==> config.mk <==
export PLATFORM = sky130hd
export DESIGN_NAME = ucie_fdi_state_ctrl
export DESIGN_NICKNAME = d
export VERILOG_FILES = /design/src/rtl/ucie_fdi_pkg.sv /design/src/rtl/ucie_fdi_timer.sv /design/src/rtl/ucie_fdi_state_ctrl.sv
export SDC_FILE = /design/constraint.sdc
export NUM_CORES = 1
export LEC_CHECK = 0
export ABC_AREA = 1
export CELL_PAD_IN_SITES_DETAIL_PLACEMENT = 0
export CELL_PAD_IN_SITES_GLOBAL_PLACEMENT = 1
export CORE_MARGIN = 5
export CORE_UTILIZATION = 37
export CTS_BUF_LIST = sky130_fd_sc_hd__clkbuf_8 sky130_fd_sc_hd__clkbuf_16
export DETAILED_ROUTE_END_ITERATION = 7
export GPL_ROUTABILITY_DRIVEN = 0
export PLACE_DENSITY_LB_ADDON = 0.3
export SLEW_MARGIN = 10
export SYNTH_ARGS = -nofsm -noshare
export SYNTH_HDL_FRONTEND = slang
export SYNTH_SLANG_ARGS = --single-unit
==> constraint.sdc <==
create_clock -name lclk -period 1.58 [get_ports lclk]
set_clock_uncertainty 0.05 [all_clocks]
set_input_delay 0.474 -clock lclk [delete_from_list [all_inputs] [get_ports lclk]]
set_output_delay 0.474 -clock lclk [all_outputs]
set_load 0.005 [all_outputs]
==> src/rtl/ucie_fdi_pkg.sv <==
// Shared types and encodings for the adapter-side FDI state controller.
package ucie_fdi_pkg;

  // Internal controller states.
  typedef enum logic [2:0] {
    ST_RESET,
    ST_RX_WAIT,
    ST_ACTIVE,
    ST_STALL,
    ST_RETRAIN,
    ST_LINKRESET,
    ST_DISABLED,
    ST_LINKERROR
  } fdi_state_e;

  // Destination remembered while the stall handshake is in progress.
  typedef enum logic [1:0] {
    TGT_NONE,
    TGT_RETRAIN,
    TGT_LINKRESET,
    TGT_DISABLED
  } stall_tgt_e;

  // lp_state_req encodings. Codes not listed here behave as NOP.
  localparam logic [3:0] REQ_NOP       = 4'b0000;
  localparam logic [3:0] REQ_ACTIVE    = 4'b0001;
  localparam logic [3:0] REQ_LINKRESET = 4'b1001;
  localparam logic [3:0] REQ_RETRAIN   = 4'b1011;
  localparam logic [3:0] REQ_DISABLED  = 4'b1100;

  // pl_state_sts encodings.
  localparam logic [3:0] STS_RESET     = 4'b0000;
  localparam logic [3:0] STS_ACTIVE    = 4'b0001;
  localparam logic [3:0] STS_LINKRESET = 4'b1001;
  localparam logic [3:0] STS_LINKERROR = 4'b1010;
  localparam logic [3:0] STS_RETRAIN   = 4'b1011;
  localparam logic [3:0] STS_DISABLED  = 4'b1100;

  // Map a latched stall target to the state entered once the stall is acked.
  // A missing target means the handshake lost track, so treat it as an error.
  function automatic fdi_state_e tgt_to_state(input stall_tgt_e tgt);
    case (tgt)
      TGT_RETRAIN:   return ST_RETRAIN;
      TGT_LINKRESET: return ST_LINKRESET;
      TGT_DISABLED:  return ST_DISABLED;
      default:       return ST_LINKERROR;
    endcase
  endfunction

endpackage

==> src/rtl/ucie_fdi_timer.sv <==
// Saturating handshake/dwell timer shared by RX_WAIT, STALL and LINKERROR.
module ucie_fdi_timer #(
  parameter int TIMEOUT = 1023,
  parameter int W       = $clog2(TIMEOUT + 1)
) (
  input  logic         clk,
  input  logic         rst_n,
  input  logic         clr,
  input  logic         en,
  output logic [W-1:0] count,
  output logic         expired
);

  logic [W-1:0] count_reg;

  // Count up while enabled, stop at TIMEOUT, restart from zero on clear.
  always_ff @(posedge clk or negedge rst_n) begin
    if (!rst_n) begin
      count_reg <= '0;
    end else if (clr) begin
      count_reg <= '0;
    end else if (en && (count_reg != W'(TIMEOUT))) begin
      count_reg <= count_reg + 1'b1;
    end
  end

  assign count   = count_reg;
  assign expired = (count_reg == W'(TIMEOUT));

endmodule

==> src/rtl/ucie_fdi_state_ctrl.sv <==
// Adapter-side FDI link state controller: turns Protocol Layer state
// requests and physical link status into registered FDI status outputs.
module ucie_fdi_state_ctrl
  import ucie_fdi_pkg::*;
#(
  parameter int TIMEOUT   = 1023,
  parameter int ERR_DWELL = 16
) (
  input  logic       lclk,
  input  logic       lrst_n,
  input  logic [3:0] lp_state_req,
  input  logic       lp_linkerror,
  input  logic       lp_rx_active_sts,
  input  logic       lp_stallack,
  input  logic       phy_link_up,
  input  logic       phy_retrain,
  output logic [3:0] pl_state_sts,
  output logic       pl_inband_pres,
  output logic       pl_rx_active_req,
  output logic       pl_stallreq,
  output logic       pl_phyinrecenter,
  output logic       pl_trainerror
);

  localparam int TW = $clog2(TIMEOUT + 1);

  fdi_state_e state_reg, state_next;
  stall_tgt_e target_reg, target_next;

  logic [3:0] sts_reg, sts_next;
  logic       rx_req_reg, rx_req_next;
  logic       stall_reg, stall_next;
  logic       recenter_reg, recenter_next;
  logic       trainerr_reg, trainerr_next;
  logic       inband_reg;

  logic          timeout_hit;
  logic          dwell_met;
  logic          req_active;
  logic          timer_clr;
  logic          timer_en;
  logic          timer_expired;
  logic [TW-1:0] timer_count;

  assign req_active = (lp_state_req == REQ_ACTIVE);
  assign dwell_met  = (32'(timer_count) >= $unsigned(ERR_DWELL));

  // Timer restarts on every state change and only runs in the waiting states.
  assign timer_clr = (state_next != state_reg);
  assign timer_en  = (state_reg == ST_RX_WAIT) || (state_reg == ST_STALL) ||
                     (state_reg == ST_LINKERROR);

  ucie_fdi_timer #(
    .TIMEOUT (TIMEOUT),
    .W       (TW)
  ) u_timer (
    .clk     (lclk),
    .rst_n   (lrst_n),
    .clr     (timer_clr),
    .en      (timer_en),
    .count   (timer_count),
    .expired (timer_expired)
  );

  // Next-state selection: error conditions first, then per-state handshakes.
  always_comb begin
    state_next  = state_reg;
    target_next = target_reg;
    timeout_hit = 1'b0;

    if (lp_linkerror && (state_reg != ST_LINKERROR)) begin
      state_next = ST_LINKERROR;
    end else if (!phy_link_up &&
                 ((state_reg == ST_ACTIVE) || (state_reg == ST_STALL))) begin
      state_next = ST_LINKERROR;
    end else begin
      case (state_reg)
        ST_RESET: begin
          if (phy_link_up && req_active) state_next = ST_RX_WAIT;
        end
        ST_RX_WAIT: begin
          // A completing handshake beats a timeout landing in the same cycle.
          if (lp_rx_active_sts) begin
            state_next = ST_ACTIVE;
          end else if (timer_expired) begin
            state_next  = ST_LINKERROR;
            timeout_hit = 1'b1;
          end
        end
        ST_ACTIVE: begin
          // Physical retrain requests rank with a Protocol Layer Retrain.
          if (lp_state_req == REQ_DISABLED) begin
            state_next  = ST_STALL;
            target_next = TGT_DISABLED;
          end else if (lp_state_req == REQ_LINKRESET) begin
            state_next  = ST_STALL;
            target_next = TGT_LINKRESET;
          end else if ((lp_state_req == REQ_RETRAIN) || phy_retrain) begin
            state_next  = ST_STALL;
            target_next = TGT_RETRAIN;
          end
        end
        ST_STALL: begin
          if (lp_stallack) begin
            state_next = tgt_to_state(target_reg);
          end else if (timer_expired) begin
            state_next  = ST_LINKERROR;
            timeout_hit = 1'b1;
          end
        end
        ST_RETRAIN: begin
          if (phy_link_up && !phy_retrain && req_active) state_next = ST_RX_WAIT;
        end
        ST_LINKRESET: begin
          if (req_active) state_next = ST_RESET;
        end
        ST_DISABLED: begin
          state_next = ST_DISABLED;
        end
        ST_LINKERROR: begin
          if (dwell_met && !lp_linkerror && req_active) state_next = ST_RESET;
        end
        default: begin
          state_next = ST_LINKERROR;
        end
      endcase
    end

    // The target only has meaning while the stall handshake is open.
    if (state_next != ST_STALL) target_next = TGT_NONE;
  end

  // Output values for the cycle after the edge, derived from the next state.
  always_comb begin
    sts_next      = sts_reg;
    rx_req_next   = 1'b0;
    stall_next    = 1'b0;
    recenter_next = 1'b0;
    trainerr_next = timeout_hit;

    case (state_next)
      ST_RESET:     sts_next = STS_RESET;
      ST_ACTIVE:    sts_next = STS_ACTIVE;
      ST_RETRAIN:   sts_next = STS_RETRAIN;
      ST_LINKRESET: sts_next = STS_LINKRESET;
      ST_DISABLED:  sts_next = STS_DISABLED;
      ST_LINKERROR: sts_next = STS_LINKERROR;
      default:      sts_next = sts_reg;  // RX_WAIT and STALL keep the last stable status
    endcase

    rx_req_next   = (state_next == ST_RX_WAIT) || (state_next == ST_ACTIVE) ||
                    (state_next == ST_STALL);
    stall_next    = (state_next == ST_STALL);
    recenter_next = (state_next == ST_RETRAIN);
  end

  // State, latched target and all outputs are registered; reset is immediate.
  always_ff @(posedge lclk or negedge lrst_n) begin
    if (!lrst_n) begin
      state_reg    <= ST_RESET;
      target_reg   <= TGT_NONE;
      sts_reg      <= STS_RESET;
      rx_req_reg   <= 1'b0;
      stall_reg    <= 1'b0;
      recenter_reg <= 1'b0;
      trainerr_reg <= 1'b0;
      inband_reg   <= 1'b0;
    end else begin
      state_reg    <= state_next;
      target_reg   <= target_next;
      sts_reg      <= sts_next;
      rx_req_reg   <= rx_req_next;
      stall_reg    <= stall_next;
      recenter_reg <= recenter_next;
      trainerr_reg <= trainerr_next;
      inband_reg   <= phy_link_up;
    end
  end

  assign pl_state_sts     = sts_reg;
  assign pl_inband_pres   = inband_reg;
  assign pl_rx_active_req = rx_req_reg;
  assign pl_stallreq      = stall_reg;
  assign pl_phyinrecenter = recenter_reg;
  assign pl_trainerror    = trainerr_reg;

endmodule

### Word level (Yosys, flattened, before mapping)

Cells that the tools add are included.

| storage, ports and cells | value |
|---|---|
| register bits | 24 |
| input bits | 11 |
| output and inout bits | 9 |
| logic and storage cells | 93 |

| cells by class | value |
|---|---|
| $add $sub $neg | 1 |
| magnitude comparators | 1 |
| eq/ne operators | 28 |
| mux-type cells | 30 |
| reduce and logical (&&, ||, !) cells | 24 |

Operators with widths:

| operator | count |
|---|---|
| $mux 3 | 12 |
| $eq 3x3->1 const B | 8 |
| $pmux 3 s8 | 1 |
| $pmux 4 s6 | 1 |
| $mux 10 | 2 |
| $mux 2 | 7 |
| $eq 3x2->1 const B | 4 |
| $eq 4x4->1 const B | 3 |
| $add 10x1->10 const B | 1 |
| $eq 10x10->1 const B | 1 |
| $ge 10x5->1 const B | 1 |
| $ne 10x10->1 const B | 1 |
| $logic_and 1x1->1 | 8 |
| $eq 3x1->1 const B | 2 |
| $logic_not 3->1 | 2 |
| $logic_or 1x1->1 | 6 |
| $pmux 2 s3 | 1 |
| $reduce_bool 6->1 | 1 |
| $mux 1 | 5 |
| $eq 2x2->1 const B | 2 |
| $eq 4x1->1 const B | 1 |
| $ne 2x1->1 const B | 2 |
| $reduce_and 4->1 | 1 |
| $reduce_bool 2->1 | 2 |
| other kinds (7) | 9 |

### Logic depth before layout (Yosys ltp)

| depth | value |
|---|---|
| word-level depth | 11 |
| gate-level depth with buffers | 14 |
| depth with buffers taken out | 13 |

### By module

Synthesis repeated with hierarchy kept, for this count alone.

| unflattened totals | value |
|---|---|
| cells, all modules | 242 |
| area total of the unflattened synthesis | 1715.4 µm² |

Modules (own cells, without submodules):

| module | instances | cells an instance | area each (µm²) | sequential area each (µm²) |
|---|---|---|---|---|
| ucie_fdi_state_ctrl | 1 | 144 | 1049.8 | 350.3 |
| ucie_fdi_timer | 1 | 98 | 665.6 | 250.2 |

### Worst setup path before layout

Ideal clock, no wire load.

| path | value |
|---|---|
| path type | register to register |
| start point | register u_timer.count_reg[0] (netlist: u_timer.count[0]) |
| end point | register u_timer.count_reg[9] (netlist: u_timer.count[9]) |
| library setup time | 0.120 ns |
| data arrival time | 1.541 ns |
| data required time | 1.410 ns |
| path slack | -0.131 ns |
| cell stages (with the launch flop) | 11 |
| path buffers | 0 |
| clock period less this slack | 1.711 ns |
| cell sequence | dfrtp_1 > ha_1 > nand2_1 > nor2_1 > nand3_1 > nand2_1 > nor2_2 > nand2_1 > nor3b_1 > xor2_1 > nor2_2 |

| on the way | value |
|---|---|
| word-level cells in the longest chain between the ends | 9 |
| elaborated cells between the ends (all ways) | 18 |
| classes of those cells | 1 x add/sub; 1 x order compare; 3 x eq/ne; 9 x mux; 4 x reduce/logical |

Ends and longest elaborated chain:

| element | line | text |
|---|---|---|
| start, declared | ucie_fdi_timer.sv:14 | `logic [W-1:0] count_reg;` |
| start signal, assigned | ucie_fdi_timer.sv:23 | `count_reg <= count_reg + 1'b1;` |
| $ge 10x5->1 | ucie_fdi_state_ctrl.sv:46 | `assign dwell_met = (32'(timer_count) >= $unsigned(ERR_DWELL));` |
| $logic_and 1x1->1 (2 in a row) | ucie_fdi_state_ctrl.sv:121 | `if (dwell_met && !lp_linkerror && req_active) state_next = ST_RESET;` |
| $mux 3 | ucie_fdi_state_ctrl.sv:121 |  |
| $pmux 3 s8 | ucie_fdi_state_ctrl.sv:77 | `case (state_reg)` |
| $mux 3 | ucie_fdi_state_ctrl.sv:73 | `end else if (!phy_link_up &&` |
| $mux 3 | ucie_fdi_state_ctrl.sv:71 | `if (lp_linkerror && (state_reg != ST_LINKERROR)) begin` |
| $ne 3x3->1 | ucie_fdi_state_ctrl.sv:49 | `assign timer_clr = (state_next != state_reg);` |
| $mux 10 or $reduce_bool 2->1 (tied branches) | n/a |  |

Several ways; a longest one is shown, not always the timed one. The select of a mux whose other input is x is not followed.
A chain may end at the register's enable or synchronous reset.

### Worst setup path after layout

| path | value |
|---|---|
| start point | register u_timer.count_reg[1] (netlist: u_timer.count[1]) |
| end point | register u_timer.count_reg[1] (netlist: u_timer.count[1]) |

Same word-level chain as after synthesis.

==> impl_metrics.py <==
metrics = {
    "outcome": {
        "status": "complete, but fails checks",
        "violations": "negative setup slack",
    },
    "sta": {
        "finalCriticalPeriod_ns": 1.92,
        "finalHoldViolCount": 0,
        "finalSetupViolCount": 19,
        "tightestPinTransition_ns": 0.268,
        "fin_tns_setup_ns": -4.26,
        "report.final.slew_viol_count": 0,
        "finalCritPeriodShare_pct": 121,
        "hold_ws_ns": 0.437,
        "fin_ws_ns": -0.336,
        "slew_headroom_pct": 82.1,
        "rsz0062_at_grt": "true",
        "maxClockFrequency_mhz": 522,
    },
    "cells_and_area": {
        "final_cells": 334,
        "largest_reg_flops": 10,
        "diodes": 0,
        "final_nets": 298,
        "fillers": 400,
        "drive_gt1_share_pct": 57.8,
        "final_cell_area_um2": 2590,
        "fin_util_pct": 60.3,
        "area_growth_syn_to_layout_pct": 61.0,
    },
    "power_and_ir_drop": {
        "seq_power_share_pct": 20.6,
        "power_frac_comb_pct": 69.5,
        "vdd_drop_max_mv": 1.19,
        "netSwitchingFraction_pct": 45.0,
        "leakage_nw": 1.20,
        "clkPwrFrac_pct": 9.9,
        "finalPower_mw": 4.18,
        "intPower_mw": 2.30,
        "p_sw_mw": 1.88,
        "p_per_area_nw_per_um2": 1620,
    },
    "min_path": {
        "min_path_type": "reg -> reg",
        "whs_endpoint": "pl_state_sts[3]$_DFFE_PN0P_",
        "hp-start": "pl_state_sts[3]$_DFFE_PN0P_",
        "holdPathStages": 2,
    },
    "detailed_routing": {
        "first_pass_iters": 2,
        "vias": 1546,
        "via_per_inst": 4.63,
        "ant_nets": 0,
        "first_iter_violations": 23,
        "wl_per_cell_um": 12.5,
        "route.detailed.drc": 0,
        "routed_wl_um": 4160,
    },
    "global_route": {
        "antenna_found_initial": 0,
        "grt_pass1_wl_um": 7420,
        "grt_max_degree": 25,
        "first_global_vias": 1649,
        "track_usage_pct": 15.5,
        "grt.overflow.total": 0,
    },
    "cts": {
        "cts_tree": "yes",
        "h-tree-depth": 1,
        "clock-sinks": 24,
        "clock_latency_ns": 0.27,
        "cts_hold_buffers": 0,
        "path_clk_slew_ns": 0.08,
        "cts_buffer_depth": 2,
        "root_buffer": "clkbuf_8",
        "numCtsBuffers": 3,
    },
    "worst_setup_path": {
        "worstRegToRegCells": 12,
        "arrival_ns": 2.07,
        "regToRegSetupSlack_ns": -0.34,
        "rr_endpoint": "u_timer.count[1]$_DFFE_PN0P_",
        "crit_chain": "ha_4 > nand2_2 > nor2_2 > nand3_2 > a21oi_2 > nor2_4 > buf_6 > nand4_1 > nand2_2 > nor2_4 > nand2_4 > nor2_2",
        "cp_slowest_cell": "dfrtp_1",
        "critPathKind": "reg -> reg",
        "max_stage_delay_ns": 0.41,
        "worst_setup_path_start_kind": "flop",
        "rr_startpoint": "u_timer.count[1]$_DFFE_PN0P_",
        "end_kind": "flop",
        "crit_buf_inv": 1,
        "worstPathRequired_ns": 1.73,
        "crit_family": "simple AND/OR/NAND/NOR gates",
        "path_max_fanout": 5,
    },
    "die": {
        "die_area_um2": 5760,
        "core_um2": 4290,
        "die_w_um": 75.9,
        "rows": 24,
        "die_h_um": 75.9,
        "ios": 20,
        "start_util_pct": 37.4,
    },
    "place": {
        "io_buffers": 19,
        "hpwlAfterDp_um": 2930,
        "post_dp_cell_area_um2": 2200,
        "post-place-ws_ns": -0.749,
        "dp.cells": 316,
    },
    "yosys": {
        "synthDistinctLibCells": 28,
        "synthesis.nets": 218,
        "synth_area_um2": 1610,
        "yosys_warnings": 0,
        "synth_seq_area_share_pct": 37.4,
        "syn-instance-count": 203,
        "synth.avg_cell_area_um2": 7.92,
        "ys_ff_latch": 24,
    },
    "flow_run": {
        "maxCapViolations": 0,
    },
}
cell usage after synthesis, drive strengths merged:
cell	n	area [µm²]
nor2	45	234
nand2	48	213
inv	29	114
dfrtp	24	601
xor2	9	78.8
nor3	2	10.0
a21oi	6	41.3
nand3	19	140
nor3b	1	7.51
buf	3	30.0
nand4	6	43.8
o31ai	1	7.51
ha	4	50.1
o211ai	2	15.0
nor4	1	6.26
or2	1	6.26
o21ai	2	10.0
layer usage:
metal	vias up	global-route usage [%]	part of all wire [%]
met1	723	20.6	47
met5	-	0	0
met4	0	4.27	1.0
met3	5	2.01	2.3
met2	16	26.1	50
li1	802	-	-
cells in the final DEF (no fill, tap or decap), types with 2 or more instances in the layout:
cell,count
buf_4,47
nand2_1,25
nor2_2,21
dfrtp_1,21
nand2_2,17
inv_1,15
nor2_1,15
dlygate4sd2_1,14
inv_2,11
nand3_2,10
buf_6,10
nor2_4,9
xor2_1,9
nand2_4,6
nand4_1,5
nand3_1,5
nand3_4,4
clkbuf_8,4
inv_4,3
a21oi_1,3
buf_2,3
dfrtp_2,3
a21oi_2,2
o211ai_1,2
ha_2,2
what timing repair did:
action	4_1_cts	5_1_grt
setup buffers	12	2
pin swaps	37	20
resized for setup	96	9
endpoints found under the setup margin	31	20
gates cloned	1	0
worst register-to-register path, delay by kind of cell, from the launching register on:
kind	cells	cell delay (ns)
compound gates	1	0.19
flops	1	0.41
buf+inv	1	0.11
simple gates	9	0.91
fa+ha+maj	1	0.17
final cells by class:
class                   count  area [µm²]  share of cell area (%)
flip-flops and latches     24         604                    23.3
well taps                  52        65.1                    2.51
clock buffers               4        55.1                    2.13
inverters                  29         116                    4.49
repair buffers             77         644                    24.9
multi-input cells         148        1100                    42.6
power groups by stage:
stage | logic, mW | registers (mW) | clock network [mW]
floorplan | 1.26 | 0.802 | 0
global placement | 2.00 | 0.867 | 0
detailed placement | 2.02 | 0.866 | 0
CTS | 2.82 | 0.862 | 0.433
global route | 3.17 | 0.879 | 0.460
finish | 2.91 | 0.863 | 0.415
how the worst max path moves through the flow:
stage / from / to / slack, ns / cells past startpoint
3_3_place_gp: lp_state_req[0] / u_timer.count[5]$_DFFE_PN0P_ / -0.72 / 12
4_1_cts: u_timer.count[0]$_DFFE_PN0P_ / u_timer.count[8]$_DFFE_PN0P_ / -0.37 / 12
5_1_grt: u_timer.count[1]$_DFFE_PN0P_ / u_timer.count[0]$_DFFE_PN0P_ / -0.46 / 12
3_5_place_dp: lp_state_req[0] / u_timer.count[2]$_DFFE_PN0P_ / -0.75 / 13
2_1_floorplan: u_timer.count[0]$_DFFE_PN0P_ / u_timer.count[0]$_DFFE_PN0P_ / -0.08 / 12
6_report: u_timer.count[1]$_DFFE_PN0P_ / u_timer.count[1]$_DFFE_PN0P_ / -0.34 / 12
kinds of logic after synthesis:
family	count (synthesis)	share of synthesized area (%)
AND/OR/NAND/NOR	123	41.1
buffers and inverters	32	8.95
flip-flops	24	37.4
AO/OA/AOI/OAI	11	4.59
XOR/XNOR	9	4.90
adder cells (fa/ha/maj)	4	3.11
Note: power is estimated with default switching activity, not from simulation.
